--- src/rtl/gf2mz_mul_arb_pkg.sv ---
// Shared types and constants for the two-requester GF(2^m)[z] multiplier arbiter.
package gf2mz_mul_arb_pkg;

  typedef enum logic [1:0] {
    ST_IDLE = 2'd0,
    ST_LOAD = 2'd1,
    ST_RUN  = 2'd2,
    ST_HOLD = 2'd3
  } arb_state_t;

  localparam logic WR_SEL_A = 1'b0;
  localparam logic WR_SEL_B = 1'b1;

endpackage

--- src/rtl/gf2mz_mul_arb_wdog.sv ---
// Run watchdog: cycle counter cleared outside RUN, flags the cycle in which the
// TIMEOUT-th RUN cycle completes so the abort done lands TIMEOUT cycles after core_start.
module gf2mz_wdog #(
  parameter int unsigned TIMEOUT = 4095
) (
  input  logic clk,
  input  logic rst_b,
  input  logic clr_i,
  input  logic en_i,
  output logic expire_o
);

  localparam int unsigned CW = $clog2(TIMEOUT + 1);
  localparam logic [CW-1:0] LAST = CW'(TIMEOUT - 1);
  localparam logic [CW-1:0] MAXC = CW'(TIMEOUT);

  logic [CW-1:0] cnt_q, cnt_d;

  always_comb begin
    cnt_d = cnt_q;
    if (clr_i) begin
      cnt_d = '0;
    end else if (en_i && (cnt_q != MAXC)) begin
      cnt_d = cnt_q + 1'b1;
    end
  end

  always_ff @(posedge clk) begin
    if (!rst_b) begin
      cnt_q <= '0;
    end else begin
      cnt_q <= cnt_d;
    end
  end

  assign expire_o = en_i && !clr_i && (cnt_q == LAST);

endmodule

--- src/rtl/gf2mz_mul_arb.sv ---
// Round-robin owner arbitration for a shared GF(2^m)[z] multiplier core:
// grants, operand write gating, start/done routing and run watchdog abort.
module gf2mz_mul_arb
  import gf2mz_mul_arb_pkg::*;
#(
  parameter int unsigned WIDTH   = 335,
  parameter int unsigned ADDR_W  = 5,
  parameter int unsigned TIMEOUT = 4095
) (
  input  logic              clk,
  input  logic              rst_b,
  input  logic              req0,
  input  logic              req1,
  output logic              gnt0,
  output logic              gnt1,
  input  logic              start0,
  input  logic              start1,
  input  logic              wr_en0,
  input  logic              wr_en1,
  input  logic              wr_sel0,
  input  logic              wr_sel1,
  input  logic [ADDR_W-1:0] wr_addr0,
  input  logic [ADDR_W-1:0] wr_addr1,
  input  logic [WIDTH-1:0]  wr_data0,
  input  logic [WIDTH-1:0]  wr_data1,
  output logic              done0,
  output logic              done1,
  output logic              err,
  output logic              core_start,
  input  logic              core_done,
  output logic              mem_we_a,
  output logic              mem_we_b,
  output logic [ADDR_W-1:0] mem_addr,
  output logic [WIDTH-1:0]  mem_data,
  output logic              busy
);

  arb_state_t state_q, state_d;
  logic owner_q, owner_d;
  logic rr_q, rr_d;
  logic done_q, done_d;
  logic err_q, err_d;
  logic cstart_q, cstart_d;
  logic abort_q, abort_d;
  logic own_req, own_start, wd_exp;

  assign own_req   = owner_q ? req1   : req0;
  assign own_start = owner_q ? start1 : start0;

  gf2mz_wdog #(.TIMEOUT(TIMEOUT)) u_wdog (
    .clk      (clk),
    .rst_b    (rst_b),
    .clr_i    (state_q != ST_RUN),
    .en_i     (state_q == ST_RUN),
    .expire_o (wd_exp)
  );

  always_comb begin
    state_d  = state_q;
    owner_d  = owner_q;
    rr_d     = rr_q;
    done_d   = 1'b0;
    err_d    = 1'b0;
    cstart_d = 1'b0;
    abort_d  = abort_q;
    case (state_q)
      ST_IDLE: begin
        abort_d = 1'b0;
        if (req0 || req1) begin
          owner_d = (req0 && req1) ? ~rr_q : req1;
          state_d = ST_LOAD;
        end
      end
      ST_LOAD: begin
        if (!own_req) begin
          state_d = ST_IDLE;
        end else if (own_start) begin
          state_d  = ST_RUN;
          cstart_d = 1'b1;
        end
      end
      ST_RUN: begin
        // An abandoned run still waits for the core, then releases without done.
        if (!own_req) abort_d = 1'b1;
        if (core_done || wd_exp) begin
          if (abort_q || !own_req) begin
            state_d = ST_IDLE;
            rr_d    = owner_q;
          end else begin
            state_d = ST_HOLD;
            done_d  = 1'b1;
            err_d   = !core_done;
          end
        end
      end
      ST_HOLD: begin
        if (!own_req) begin
          state_d = ST_IDLE;
          rr_d    = owner_q;
        end
      end
      default: state_d = ST_IDLE;
    endcase
  end

  always_ff @(posedge clk) begin
    if (!rst_b) begin
      state_q  <= ST_IDLE;
      owner_q  <= 1'b0;
      rr_q     <= 1'b1;
      done_q   <= 1'b0;
      err_q    <= 1'b0;
      cstart_q <= 1'b0;
      abort_q  <= 1'b0;
    end else begin
      state_q  <= state_d;
      owner_q  <= owner_d;
      rr_q     <= rr_d;
      done_q   <= done_d;
      err_q    <= err_d;
      cstart_q <= cstart_d;
      abort_q  <= abort_d;
    end
  end

  always_comb begin
    mem_we_a = 1'b0;
    mem_we_b = 1'b0;
    mem_addr = '0;
    mem_data = '0;
    if (state_q == ST_LOAD) begin
      if (owner_q) begin
        mem_we_a = wr_en1 && (wr_sel1 == WR_SEL_A);
        mem_we_b = wr_en1 && (wr_sel1 == WR_SEL_B);
        mem_addr = wr_addr1;
        mem_data = wr_data1;
      end else begin
        mem_we_a = wr_en0 && (wr_sel0 == WR_SEL_A);
        mem_we_b = wr_en0 && (wr_sel0 == WR_SEL_B);
        mem_addr = wr_addr0;
        mem_data = wr_data0;
      end
    end
  end

  assign busy       = (state_q != ST_IDLE);
  assign gnt0       = busy && !owner_q;
  assign gnt1       = busy && owner_q;
  assign done0      = done_q && !owner_q;
  assign done1      = done_q && owner_q;
  assign err        = err_q;
  assign core_start = cstart_q;

endmodule
--- config.mk ---
export PLATFORM = sky130hd
export DESIGN_NAME = gf2mz_mul_arb
export DESIGN_NICKNAME = d
export VERILOG_FILES = /design/src/rtl/gf2mz_mul_arb_pkg.sv /design/src/rtl/gf2mz_mul_arb_wdog.sv /design/src/rtl/gf2mz_mul_arb.sv
export SDC_FILE = /design/constraint.sdc
export NUM_CORES = 1
export LEC_CHECK = 0
export CORE_AREA = 2 2 404 406
export CTS_CLUSTER_SIZE = 14
export DETAILED_ROUTE_END_ITERATION = 7
export DIE_AREA = 0 0 406 408
export REMOVE_ABC_BUFFERS = 1
export SYNTH_ARGS = -nofsm -noshare
export SYNTH_HDL_FRONTEND = slang
export SYNTH_HIERARCHICAL = 1
export SYNTH_SLANG_ARGS = --single-unit
--- constraint.sdc ---
create_clock -name clk -period 2.4 [get_ports clk]
set_clock_uncertainty 0.05 [all_clocks]
set_input_delay 0.36 -clock clk [delete_from_list [all_inputs] [get_ports clk]]
set_output_delay 0.36 -clock clk [all_outputs]
set_load 0.005 [all_outputs]
# == Word-level counts from Yosys, hierarchy flattened ==
# Index checks and enable logic that the tools add are counted.
# classes
add_sub_neg,1
mux,26
eq_ne,12
n_bitwise,6
reduce_logical,31
# ops
cell,n
two-way mux 335 bit,2
two-way mux 1 bit,13
adder 12 x 1 -> 12 bit (second input constant),1
== test 12 bit (second input constant),1
logical AND 1 bit,12
two-way mux 2 bit,6
!= test 12 bit (second input constant),1
!= test 2 bit (second input constant),6
two-way mux 5 bit,2
case mux 2 bit (4 select lines),1
AND reduction 4 bit,2
NOT 1 bit,6
AND reduction 3 bit,2
nonzero test 2 bit,3
== test 2 bit (second input constant),2
zero test 1 bit,4
case mux 1 bit (2 select lines),2
AND reduction 2 bit,2
OR reduction 4 bit,1
logical OR 1 bit,3
!= test 3 bit (second input constant),1
== test 2 x 1 -> 1 bit (second input constant),1
zero test 2 bit,1
OR reduction 2 bit,1
# totals
word_cells,84
in_bits,691
regBits,20

# == Depth between registers and ports, before layout ==
# Gate-level depths: netlist of the first run.
# depth
word_depth,7
ltp_mapped,9
mapped_depth_nobuf,7

# == Cells and area by module ==
# The synthesis of the first run kept the hierarchy.
# modules_own_cells
mod,n_inst,area_each_um2,cells_per_inst
gf2mz_mul_arb,1,5485.3,815
gf2mz_wdog,1,658.1,73

# == Least setup slack after synthesis of the first run ==
# OpenSTA, ideal clock, no wires.
# synth_timing
path_type,register -> register
startpoint,register state_q[0]
endpoint,register state_q[1]
required_ps,2234
n_path_buf,1
synth_period_minus_slack_ps,2377
arrival_ps,2212
setup_slack_ps,23
setup_ps,116
stages_incl_launch_ff,9
path_cell_list,dfxtp_1 > clkbuf_1 > nor2b_1 > nand4_1 > nor4b_1 > or2_2 > nor2_1 > or4_1 > a31o_1
# synth_via
elab_chain_cells,7
word_cells_on_any_way,15
cone_classes,8 x eq/ne; 1 x mux; 6 x reduce/logical
# synth_rtl
item,line,rtl
from (decl),gf2mz_mul_arb.sv:38,"arb_state_t state_q, state_d;"
from (signal assigned),gf2mz_mul_arb.sv:116,state_q <= state_d;
!= test 2 bit,gf2mz_mul_arb.sv:53,".clr_i (state_q != ST_RUN),"
zero test 1 bit,gf2mz_mul_arb_wdog.sv:36,assign expire_o = en_i && !clr_i && (cnt_q == LAST);
logical AND 1 bit (*) (2 in a row),gf2mz_mul_arb_wdog.sv:36,
named net wd_exp,gf2mz_mul_arb.sv:45,"logic own_req, own_start, wd_exp;"
logical OR 1 bit (*),gf2mz_mul_arb.sv:85,if (core_done || wd_exp) begin
!= test 2 bit (no source line) (*),-,
AND reduction 4 bit (no source line) (*),-,
# The timed path passes the listed nets; every way through them passes the cells marked *.
# A chain may end at the register's enable or synchronous reset.

# == Worst setup path after layout of the first run ==
# layout_timing
startpoint,register owner_q
endpoint,output port mem_data[20]
# layout_via
elab_chain_cells,2
# layout_rtl
item,line,rtl
from (decl),gf2mz_mul_arb.sv:39,"logic owner_q, owner_d;"
from (signal assigned),gf2mz_mul_arb.sv:117,owner_q <= owner_d;
two-way mux 335 bit,gf2mz_mul_arb.sv:132,if (owner_q) begin
two-way mux 335 bit,gf2mz_mul_arb.sv:131,if (state_q == ST_LOAD) begin
to (decl),gf2mz_mul_arb.sv:34,"output logic [WIDTH-1:0] mem_data,"
# No other way between the ends.

==> flow_metrics.tcl, run 1 <==
set metrics [dict create \
    fin_crit_sh_pct 102 \
    fin_nets 2777 \
    synthSimpleGateAreaFrac_pct 26.0 \
    clk_path_buf_depth 2 \
    seq_area_frac_synth_pct 6.52 \
    gp_congestion 1.04 \
    synth-edff-count 0 \
    cts_buffers 3 \
    vias 12825 \
    fp.dieH_um 408 \
    worstPathRequired_ns 1.99 \
    area_delta_synth_final_pct 296 \
    synth_cells 888 \
    grt_pass1_wl_um 179000 \
    drc 0 \
    clock-sinks 20 \
    period_minus_slack_ns 2.44 \
    die_w_um 406 \
    fin_cells 4283 \
    ys.flop_type "dfxtp_1" \
    cts_tree "done" \
    synth_top_area_share_pct 55.9 \
    netSwitchingPower_mw 5.46 \
    seqCellArea_um2 408 \
    ys_ff_latch 20 \
    dp_slack_ns -0.158 \
    final_core_util_pct 15.0 \
    hpwl_um 144000 \
    start_util_pct 3.80 \
    yosysWarnings 6 \
    first_iter_violations 874 \
    p_int_mw 7.16 \
    num_rows 148 \
    cts_root_buf "clkbuf_16" \
    r2r-start "owner_q" \
    worst_hold_path_type "reg2reg" \
    wire_per_inst_um 36.8 \
    maxCapViolations 0 \
    ant_nets 0 \
    synth_compound_area_share_pct 3.83 \
    rsz0062_at_grt "true" \
    finalSetupViolCount 8 \
    reg2reg_slack_ns 0.14 \
    ios 1040 \
    violations "setup timing" \
    r2r_cells 7 \
    synth.area.mux_share_pct 56.3 \
    postPlaceCellArea_mm2 0.0211 \
    cts-htree-levels 1 \
    crit_path_end_kind "output pin" \
    hp-start "rr_q" \
    switching_share_pct 43.3 \
    synthAdderAreaFrac_pct 0.407 \
    crit_path_max_fanout 10 \
    ir_drop_mv 0.447 \
    grt_start_max_net_pins 39 \
    port_buffers 1039 \
    cts.clk_slew.worst_paths_ns 0.08 \
    p_per_area_mw_per_mm2 519 \
    critical_path_class "reg2out" \
    synthXorXnorAreaFrac_pct 0.428 \
    fmax_mhz 409 \
    slew_headroom_pct 54.4 \
    coreArea_mm2 0.162 \
    regToRegEndpoint "state_q[1]" \
    arrival_ns 2.03 \
    via_per_inst 2.99 \
    synth_area_leaders "mux2i_1, nor2_1, dfxtp_1" \
    antenna_found_initial 271 \
    maxSlewViolCount 0 \
    die-area_mm2 0.166 \
    globalRouteOverflowTotal 0 \
    dp.cells 4168 \
    grt_pass1_vias 11776 \
    p_clk_share_pct 3.7 \
    holdPathEnd "rr_q" \
    total_power_mw 12.6 \
    yosysUniqueCellTypes 42 \
    holdBufCountCts 0 \
    grt_usage_pct 17.9 \
    drive_above_1_share_pct 26.8 \
    synth_top_family_by_area "multiplexers" \
    postRouteWirelength_um 158000 \
    hold_depth 2 \
    startpoint_type "flip-flop" \
    n_fill_cell 18323 \
    multi_input_area_mm2 0.00662 \
    fin_area_mm2 0.0243 \
    hold_viol_final 0 \
    leakagePower_nw 10.6 \
    fin_ws_ns -0.0446 \
    firstDrtPassIters 4 \
    pwr-share-seq_pct 3.0 \
    clock_latency_ns 0.28 \
    syn_avg_cell_area_um2 6.92 \
    ys_async_sr_fraction_pct 0 \
    syn_area_mm2 0.00614 \
    worstMarginPinSlew_ns 0.681 \
    status "finished with violations" \
    p_comb_share_pct 93.3 \
    yosys.area.top_type "mux2i_1" \
]
[logic make-up after synthesis]
kind of cell	count (synthesis)
AND/OR/NAND/NOR	404
multiplexers	344
flip-flops	20
AO/OA/AOI/OAI	28
adder cells (fa/ha/maj)	2
buffers and inverters	87
XOR/XNOR	3
[registers in the layout (all words and copies together) (netlist names)]
name / count
done_q: 1
core_start: 1
rr_q: 1
owner_q: 1
state_q: 2
err: 1
abort_q: 1
u_wdog/cnt_q: 12
[stage by stage]
stage	hold slack, ns	TNS [ns]
finish	0.454	-0.132
global placement	0.408	-0.556
CTS	0.470	-3.66
floorplan	0.372	-3569.25
global route	0.493	-1.15
detailed placement	0.447	-0.489
[cell type report]
cell class / count / area share [%]
repair buffers: 1272 / 59.2
well taps: 2175 / 11.2
multi-input cells: 781 / 27.2
inverters: 6 / 0.0926
diodes: 25 / 0.257
flip-flops and latches: 20 / 1.68
clock buffers: 4 / 0.412
[placed cells by master, fill, tap and decap left out, types with 7 or more instances in the layout]
master           count
a21oi_1              7
buf_12             124
buf_16              16
buf_4              177
buf_6               23
clkbuf_16           16
clkdlybuf4s15_1      8
clkdlybuf4s50_1    725
dfxtp_1             18
diode_2             25
dlygate4sd2_1       27
dlymetal6s2s_1     148
mux2i_1            230
mux2i_2             43
mux2i_4             71
nand2_1             13
nor2_1             293
nor2_2              53
nor2_4              13
[critical path, cell delays in order, from the launching register on]
cell     delay, ns
dfxtp_4       0.41
buf_12        0.14
buf_16        0.15
buf_4         0.17
mux2i_2       0.52
nor2_1        0.16
buf_12        0.17
[power groups by stage]
stage | Clock (mW) | Combinational (mW) | Sequential, mW
floorplan | 0 | 2.34 | 0.609
global placement | 0 | 10.2 | 0.380
detailed placement | 0 | 10.2 | 0.382
CTS | 0.495 | 10.8 | 0.374
global route | 0.517 | 12.5 | 0.375
finish | 0.472 | 11.8 | 0.373
[layer usage]
metal / global-route usage (%) / share of wire [%] / vias to the layer above
li1: - / - / 5483
met1: 21.5 / 38 / 5849
met2: 32.3 / 49 / 1079
met3: 5.52 / 10 / 404
met4: 1.42 / 2.3 / 10
met5: 0 / 0.043 / -
[synthesized netlist by cell type, drive strengths merged (3+ instances only)]
cell,instances
nor2,359
mux2i,344
buf,54
clkbuf,27
dfxtp,20
nand2,13
a21oi,7
inv,6
nor2b,6
nand3,5
a31o,4
nor3,4
a211oi,3
a31oi,3
a41o,3
and3,3
nor4,3
xnor2,3
[worst max path at each step]
stage | from | end | slack, ns
floorplan | owner_q | state_q[1] | -11.01
global route | owner_q | mem_data[269] | -0.08
detailed placement | wr_data1[40] | mem_data[40] | -0.16
CTS | owner_q | mem_data[307] | -0.11
global placement | wr_data1[40] | mem_data[40] | -0.19
finish | owner_q | mem_data[20] | -0.04
[what timing repair did]
item / in CTS / in global routing
cloned: 2 / 12
setup endpoints to repair: 239 / 180
pin swaps: 0 / 1
setup buffers: 17 / 57
gates resized for setup: 175 / 362
No activity file was read; power rests on OpenSTA's default activity.
==> inputs of run 2 (changes only) <==
==> constraint.sdc (replaced) <==
create_clock -name clk -period 2.4 [get_ports clk]
set_clock_uncertainty 0.05 [all_clocks]
set_input_delay 0.36 -clock clk [delete_from_list [all_inputs] [get_ports clk]]
set_output_delay 0.36 -clock clk [all_outputs]
set_load 0.05 [all_outputs]
==> run 2 against run 1 <==
  * The run now ends clean
  * Count of clock-buffer cells in the layout is the same
  * Global-route usage grew 0.12 points
  * Via count shrank 3.5%
  * Combinational power grew 52%
  * Critical path depth is the same
  * Critical path type unchanged
  * Largest cell class unchanged
  * Largest power group unchanged
==> flow_metrics.tcl, run 2 (synthesis gave the netlist of run 1 again) <==
set metrics [dict create \
    cts-htree-levels 1 \
    hold_viol_final 0 \
    grt_usage_pct 18.1 \
    fin_nets 2711 \
    clk_path_buf_depth 2 \
    antenna_found_initial 243 \
    worstPathRequired_ns 1.99 \
    total_power_mw 18.7 \
    period_minus_slack_ns 2.38 \
    status "completed" \
    fin_area_mm2 0.0242 \
    finalSetupTns_ns 0 \
    fmax_mhz 420 \
    coreArea_mm2 0.162 \
    r2r_cells 7 \
    p_per_area_mw_per_mm2 775 \
    grt_pass1_wl_um 181000 \
    num_rows 148 \
    holdBufCountCts 0 \
    vias 12374 \
    largest_reg_flops 12 \
    regToRegEndpoint "state_q[1]" \
    die-area_mm2 0.166 \
    grt_start_max_net_pins 89 \
    hpwl_um 146000 \
    grt_pass1_vias 11933 \
    fp.dieH_um 408 \
    wire_per_inst_um 37.0 \
    fin_crit_sh_pct 99.1 \
    globalRouteOverflowTotal 0 \
    cts_tree "done" \
    crit_path_end_kind "output pin" \
    ant_nets 0 \
    port_buffers 1039 \
    hold_depth 2 \
    slew_headroom_pct 49.6 \
    clock-sinks 20 \
    layout_commonest_cell "clkdlybuf4s50_1" \
    n_fill_cell 18275 \
    maxCapViolations 0 \
    worstMarginPinSlew_ns 0.754 \
    crit_path_max_fanout 27 \
    postRouteWirelength_um 156000 \
    gp_congestion 0.979 \
    top_usage_layer "met2" \
    r2r-start "u_wdog/cnt_q[5]" \
    cts_root_buf "clkbuf_16" \
    postPlaceCellArea_mm2 0.0237 \
    arrival_ns 1.97 \
    worst_hold_path_type "reg2reg" \
    clock_latency_ns 0.28 \
    maxSlewViolCount 0 \
    ios 1040 \
    ir_drop_mv 0.509 \
    leakagePower_nw 8.53 \
    area_delta_synth_final_pct 294 \
    holdPathEnd "rr_q" \
    cts_buffers 3 \
    cts.clk_slew.worst_paths_ns 0.08 \
    hp-start "rr_q" \
    biggestRegsByFlops "u_wdog/cnt_q (12), state_q (2)" \
    grt_use_met3_pct 4.55 \
    grt_use_met1_pct 22.2 \
    startpoint_type "flip-flop" \
    reg2reg_slack_ns 0.28 \
    drc 0 \
    grt_use_met2_pct 32.8 \
    first_iter_violations 813 \
    finalSetupViolCount 0 \
    firstDrtPassIters 4 \
    mostFrequentLayoutCells "clkdlybuf4s50_1, buf_12, nor2_1" \
    largest-register "u_wdog/cnt_q" \
    drive_above_1_share_pct 27.6 \
    rsz0062_at_grt "true" \
    start_util_pct 3.80 \
    critical_path_class "reg2out" \
    die_w_um 406 \
    via_per_inst 2.94 \
]
==> run 2: changes by cell type in the layout (fill, tap and decap cells not counted), moves of 47 or more <==
cell            before  now
buf_12             124  354
nor2_1             293  353
mux2i_4             71    7
dlymetal6s2s_1     148    0
mux2i_1            230  319
nor2_2              53    6
==> run 2: through the flow <==
step	cells	hold WS (ns)	setup slack (ns)	utilization, %
after CTS	4190	0.446	-0.0396	14.8
final	4214	0.447	0.0208	15.0
after global routing	4195	0.471	-0.00948	14.9
after global placement	4185	0.431	0.174	14.7
after detailed placement	4185	0.424	0.167	14.7
after floorplan	807	0.372	-12.51	-
==> run 2: metal layers <==
| metal | up-vias | wire length (µm) |
|---|---|---|
| met2 | 1039 | 77200 |
| met3 | 379 | 12400 |
| li1 | 5326 | - |
| met4 | 4 | 3120 |
| met5 | - | 27 |
| met1 | 5626 | 63200 |
==> run 2: worst max path at each step <==
stage | startpoint | end | slack, ns
final | owner_q | mem_data[185] | 0.02
after global routing | owner_q | mem_data[7] | -0.009
after CTS | owner_q | mem_data[44] | -0.04
after detailed placement | owner_q | mem_data[44] | 0.17
after global placement | wr_data1[20] | mem_data[20] | 0.17
after floorplan | owner_q | gnt0 | -12.51
==> run 2: power breakdown <==
group	total, mW	switching [mW]	internal, mW
registers	0.364	0.0145	0.349
logic	17.9	10.2	7.80
clock network	0.425	0.169	0.256
total	18.7	10.3	8.40
==> run 2: cell type report <==
| class | instances | area [µm²] | share of cell area (%) |
|---|---|---|---|
| timing repair buffer | 1206 | 15400 | 63.6 |
| tap | 2175 | 2720 | 11.3 |
| clock buffer | 4 | 88.8 | 0.367 |
| antenna | 22 | 55.1 | 0.228 |
| multi-input combinational | 781 | 5510 | 22.8 |
| sequential | 20 | 404 | 1.67 |
| inverter | 6 | 22.5 | 0.0932 |
==> run 2: worst max-delay path: stages (launching register included) <==
cell	delay (ns)
dfxtp_4	0.42
buf_12	0.16
buf_16	0.21
mux2i_1	0.41
buf_4	0.20
nor2_1	0.07
buf_12	0.17
==> run 2: what timing repair did <==
item,4_1_cts,5_1_grt
gates resized for setup,28,20
endpoints found under the setup margin,30,31
setup buffers,0,1
cloned,1,1
==> patch 1, RTL diff (settings of run 2) <==
Put one more register stage on the output `err`. The value now appears one clock later. The other outputs are not delayed to match.
--- a/src/rtl/gf2mz_mul_arb.sv
+++ b/src/rtl/gf2mz_mul_arb.sv
@@ -150,3 +150,5 @@
   assign done1      = done_q && owner_q;
-  assign err        = err_q;
+  always_ff @(posedge clk) begin
+    err <= err_q;
+  end
   assign core_start = cstart_q;
Function: no difference found for any inputs over 4 cycles, from zero or initial values and one cycle with rst_b low; that may be too few to reach the edited logic, so the function may still have changed.
==> patch 1 against run 2 <==
Via count decreased by 3.1%. Fmax decreased by 2.4%. Design area decreased by 5.1%. Area after synthesis increased by 4.6%. Sequential share of layout area increased by 0.18 points. Worst setup slack got worse by 0.057 ns. Sequential cell count increased by 1. Routed wire length decreased by 13%. Cell count decreased by 1.6%. The flow now finishes with violations (negative setup slack).
Power is not compared: it rests on default switching activity, and its combinational part moved more than twofold at a synthesized area within 25%.
==> patch 1: results (changes against run 2) <==
stage	metric	value	unit	change
placement	dp_slack	-0.348	ns	was 0.167 ns
synthesis	ys_seq_area_share	6.54	%	was 6.52%
min_path	hp-start	err_q		was rr_q
layout	drive_above_1_share	25.1	%	was 27.6%
grt	grt_util_met2	27.3	%	was 32.8%
layout	stdcell_count	4145		was 4214
run_status	status	finished with violations		was complete, no violations
setup_path	critPathCapture	mem_data[25]		was mem_data[185]
clocking	clock_latency	0.25	ns	was 0.28 ns
route	wl_met2	65300	microns	was 77200 microns
route	drt_iter0_markers	857		was 813
synthesis	synthXorXnorAreaFrac	0.409	%	was 0.428%
placement	place_area	0.0224	sq mm	was 0.0237 sq mm
layout	final_nets	2637		was 2711
sta	setup_tns	-0.0365	ns	was 0 ns
grt	grt_antenna_before_repair	201		was 243
synthesis	yosys.area_share.adder	0.390	%	was 0.407%
run_status	failed_checks	negative setup slack		
grt	grt_max_degree	67		was 89
synthesis	synth.distinct_cells	47		was 42
placement	dp_hpwl	128000	microns	was 146000 microns
synthesis	netlist_top_cells_count	356 x nor2_1, 342 x mux2i_1, 36 x buf_4		was 359 x nor2_1, 343 x mux2i_1, 42 x buf_2
grt	grt_use_total	15.7	%	was 18.1%
sta	layout_setup_ws	-0.0365	ns	was 0.0208 ns
grt	met1_usage	17.4	%	was 22.2%
sta	setup_viol	1		was 0
synthesis	synth-compound-area-share	4.05	%	was 3.83%
patch 1: cells by family (layout without fill, tap and decap cells):
logic type      count (synthesis)  count (layout)
compound gates                 31              31
xor+xnor                        3               3
simple gates                  404             404
fa+ha+maj                       2               2
mux                           343             343
other cells                     0              27
flops                          21              21
buf+inv                        87            1139
patch 1: what timing repair did:
item	in CTS	in global routing
pin swaps	1	0
buffers inserted	10	0
hold endpoints to repair	0	0
cloned	1	1
resized for setup	28	31
setup endpoints to repair	95	30
patch 1: cell type report:
type | instances | area (sq um)
clock buffers | 4 | 78.8
inverters | 5 | 18.8
fillers | 18300 | 139000
flip-flops and latches | 21 | 425
multi-input cells | 783 | 5620
well taps | 2175 | 2720
diodes | 27 | 67.6
repair buffers | 1130 | 14000
patch 1: worst reg2reg max path: stages, from the launching register on:
cell and delay, ns:
dfxtp_1 0.47, nand2b_1 0.12, inv_1 0.16, nand4_1 0.14, buf_4 0.18, a311oi_4 0.44, a31oi_1 0.15, a41o_1 0.22
==> patch 2, RTL diff (config.mk and constraints of run 2) <==
Made on the original files. Set the parameter `WIDTH` to 83 (it was 335).
--- a/src/rtl/gf2mz_mul_arb.sv
+++ b/src/rtl/gf2mz_mul_arb.sv
@@ -5,3 +5,3 @@
 #(
-  parameter int unsigned WIDTH   = 335,
+  parameter int unsigned WIDTH   = 83,
   parameter int unsigned ADDR_W  = 5,
Interface: changed (resized mem_data, wr_data0 and wr_data1); port bits go from 1040 to 284. No check against the original RTL was run, so the function may have changed too.
==> patch 2 against run 2 <==
Via count is 69% lower. Combinational power is 74% lower. Global-route usage is 15 points lower. Worst setup slack better by 0.13 ns. Largest power group unchanged. Non-clock buffer count is 902 lower. Design area is 62% lower. Synthesized cell count is 63% lower. Core utilization is 9.3 points lower. Area after synthesis is 61% lower. Clock power is 11% lower. Worst hold slack better by 0.0049 ns. Critical endpoint is now mem_data[34]. Sequential cell count stayed put. Total power is 71% lower. Routed wire length is 81% lower.
==> patch 2: results (changes against run 2) <==
stage	metric	value	unit	change
grt	grt_max_degree	34		was 89
setup_path	cp_max_fo	21		was 27
route	routed_wl	29500	microns	was 156000 microns
sta	fin_crit_sh	93.8	%	was 99.1%
setup_path	critPathSlowestCell	dfxtp_4		unchanged
setup_path	crit_arrival	1.84	ns	was 1.97 ns
synthesis	synth.distinct_cells	44		was 42
placement	dp_hpwl	27500	microns	was 146000 microns
route	drt_iter0_markers	80		was 813
synthesis	syn_area_per_cell	7.40	sq um	was 6.92 sq um
grt	grt_pass1_wl	36600	microns	was 181000 microns
layout	stdcell_count	2792		was 4214
power_and_ir_drop	leakagePower	2.49	nW	was 8.53 nW
setup_path	r2r_slack	0.18	ns	was 0.28 ns
setup_path	max_stage_delay	0.62	ns	was 0.42 ns
layout	final_nets	801		was 2711
layout	fillers	19100		was 18300
clocking	clock_latency	0.25	ns	was 0.28 ns
synthesis	synthTopCellsByArea	mux2i_1 38%, dfxtp_1 17%, nor2_1 16%, nand2_1 2.0%, buf_2 1.9%		was mux2i_1 56%, nor2_1 22%, dfxtp_1 6.5%, buf_2 3.4%, clkbuf_1 1.6%
placement	place_congestion	0.687		was 0.979
layout	largestRegisters	u_wdog/cnt_q: 12 flops, state_q: 2 flops		unchanged
sta	worst_pin_slew	0.532	ns	was 0.754 ns
synthesis	ys_seq_area_share	16.5	%	was 6.52%
grt	grt_use_total	3.42	%	was 18.1%
run_status	status	complete, no violations		unchanged
layout	drive_above_1_share	21.6	%	was 27.6%
grt	grt_antenna_before_repair	56		was 243
clocking	clkTransAtPathRegs	0.05	ns	was 0.08 ns
synthesis	yosys_warnings	6		unchanged
power_and_ir_drop	peakVddDrop	0.000523	V	was 0.000509 V
placement	dpl.cell_count	2782		was 4185
synthesis	netlist_top_cells_count	106 x nor2_1, 91 x mux2i_1, 20 x dfxtp_1		was 359 x nor2_1, 343 x mux2i_1, 42 x buf_2
route	via_per_inst	1.35		was 2.94
grt	grt_pass1_vias	3784		was 11900
[patch 2: cell types whose count changed in the layout (fill, tap and decap cells not counted), sizes merged]
cell / before / now
buf: 509 / 115
clkbuf: 5 / 4
clkdlybuf4s50: 695 / 189
mux2i: 344 / 92
nor2: 359 / 107
bufbuf: 1 / 0
diode: 22 / 6
[patch 2: worst paths after layout]
| path | start | end | cells after the start |
|---|---|---|---|
| setup reg to reg | u_wdog/cnt_q[10] | state_q[1] | 7 |
| setup / recovery | owner_q | mem_data[34] | 5 |
| hold / removal | rr_q | rr_q | 2 |
| hold reg to reg | rr_q | rr_q | 2 |
[patch 2: kinds of logic after synthesis]
group           after synthesis  synth area share [%]
mux                          92                  38.5
fa+ha+maj                     2                  1.03
simple gates                152                  27.0
xor+xnor                      3                  1.08
compound gates               28                  9.70
buf+inv                      31                  6.19
flops                        20                  16.5
[patch 2: layer usage]
layer	share of wire [%]	routed length [microns]	GRT usage, %
met5	0.078	23	0
met4	1.9	565	0.391
met3	12	3470	1.36
met2	44	12900	5.56
met1	43	12600	4.35
[patch 2: final cells by class]
| cell class | instances | area, sq um | area share [%] |
|---|---|---|---|
| repair buffers | 304 | 3970 | 43.6 |
| well taps | 2175 | 2720 | 29.9 |
| multi-input cells | 277 | 1890 | 20.7 |
| flip-flops and latches | 20 | 404 | 4.44 |
| clock buffers | 4 | 88.8 | 0.975 |
| inverters | 6 | 22.5 | 0.247 |
| diodes | 6 | 15.0 | 0.165 |
[patch 2: report_power, final]
part	internal, mW	switching (mW)	leakage (nW)
Sequential	0.350	0.0395	0.162
Clock	0.254	0.123	0.0442
Combinational	2.07	2.52	2.29
Total	2.68	2.68	2.49
[patch 2: per-stage QoR]
| stage | cell area (sq um) | hold WS (ns) |
|---|---|---|
| after floorplan | 2300 | 0.372 |
| after global placement | 9000 | 0.434 |
| after detailed placement | 9000 | 0.432 |
| after CTS | 9090 | 0.449 |
| after global routing | 9100 | 0.481 |
| final | 9110 | 0.452 |
[patch 2: repair_timing]
action | 4_1_cts | 5_1_grt
resized for setup | 0 | 1
setup endpoints to repair | 0 | 1
buffers inserted | 0 | 0
[patch 2: critical path: cells and delay by family, from the launching register on]
| kind | cells | cell delay (ns) |
|---|---|---|
| DFF | 1 | 0.62 |
| buffers and inverters | 3 | 0.57 |
| muxes | 1 | 0.21 |
| and+or+nand+nor | 1 | 0.10 |
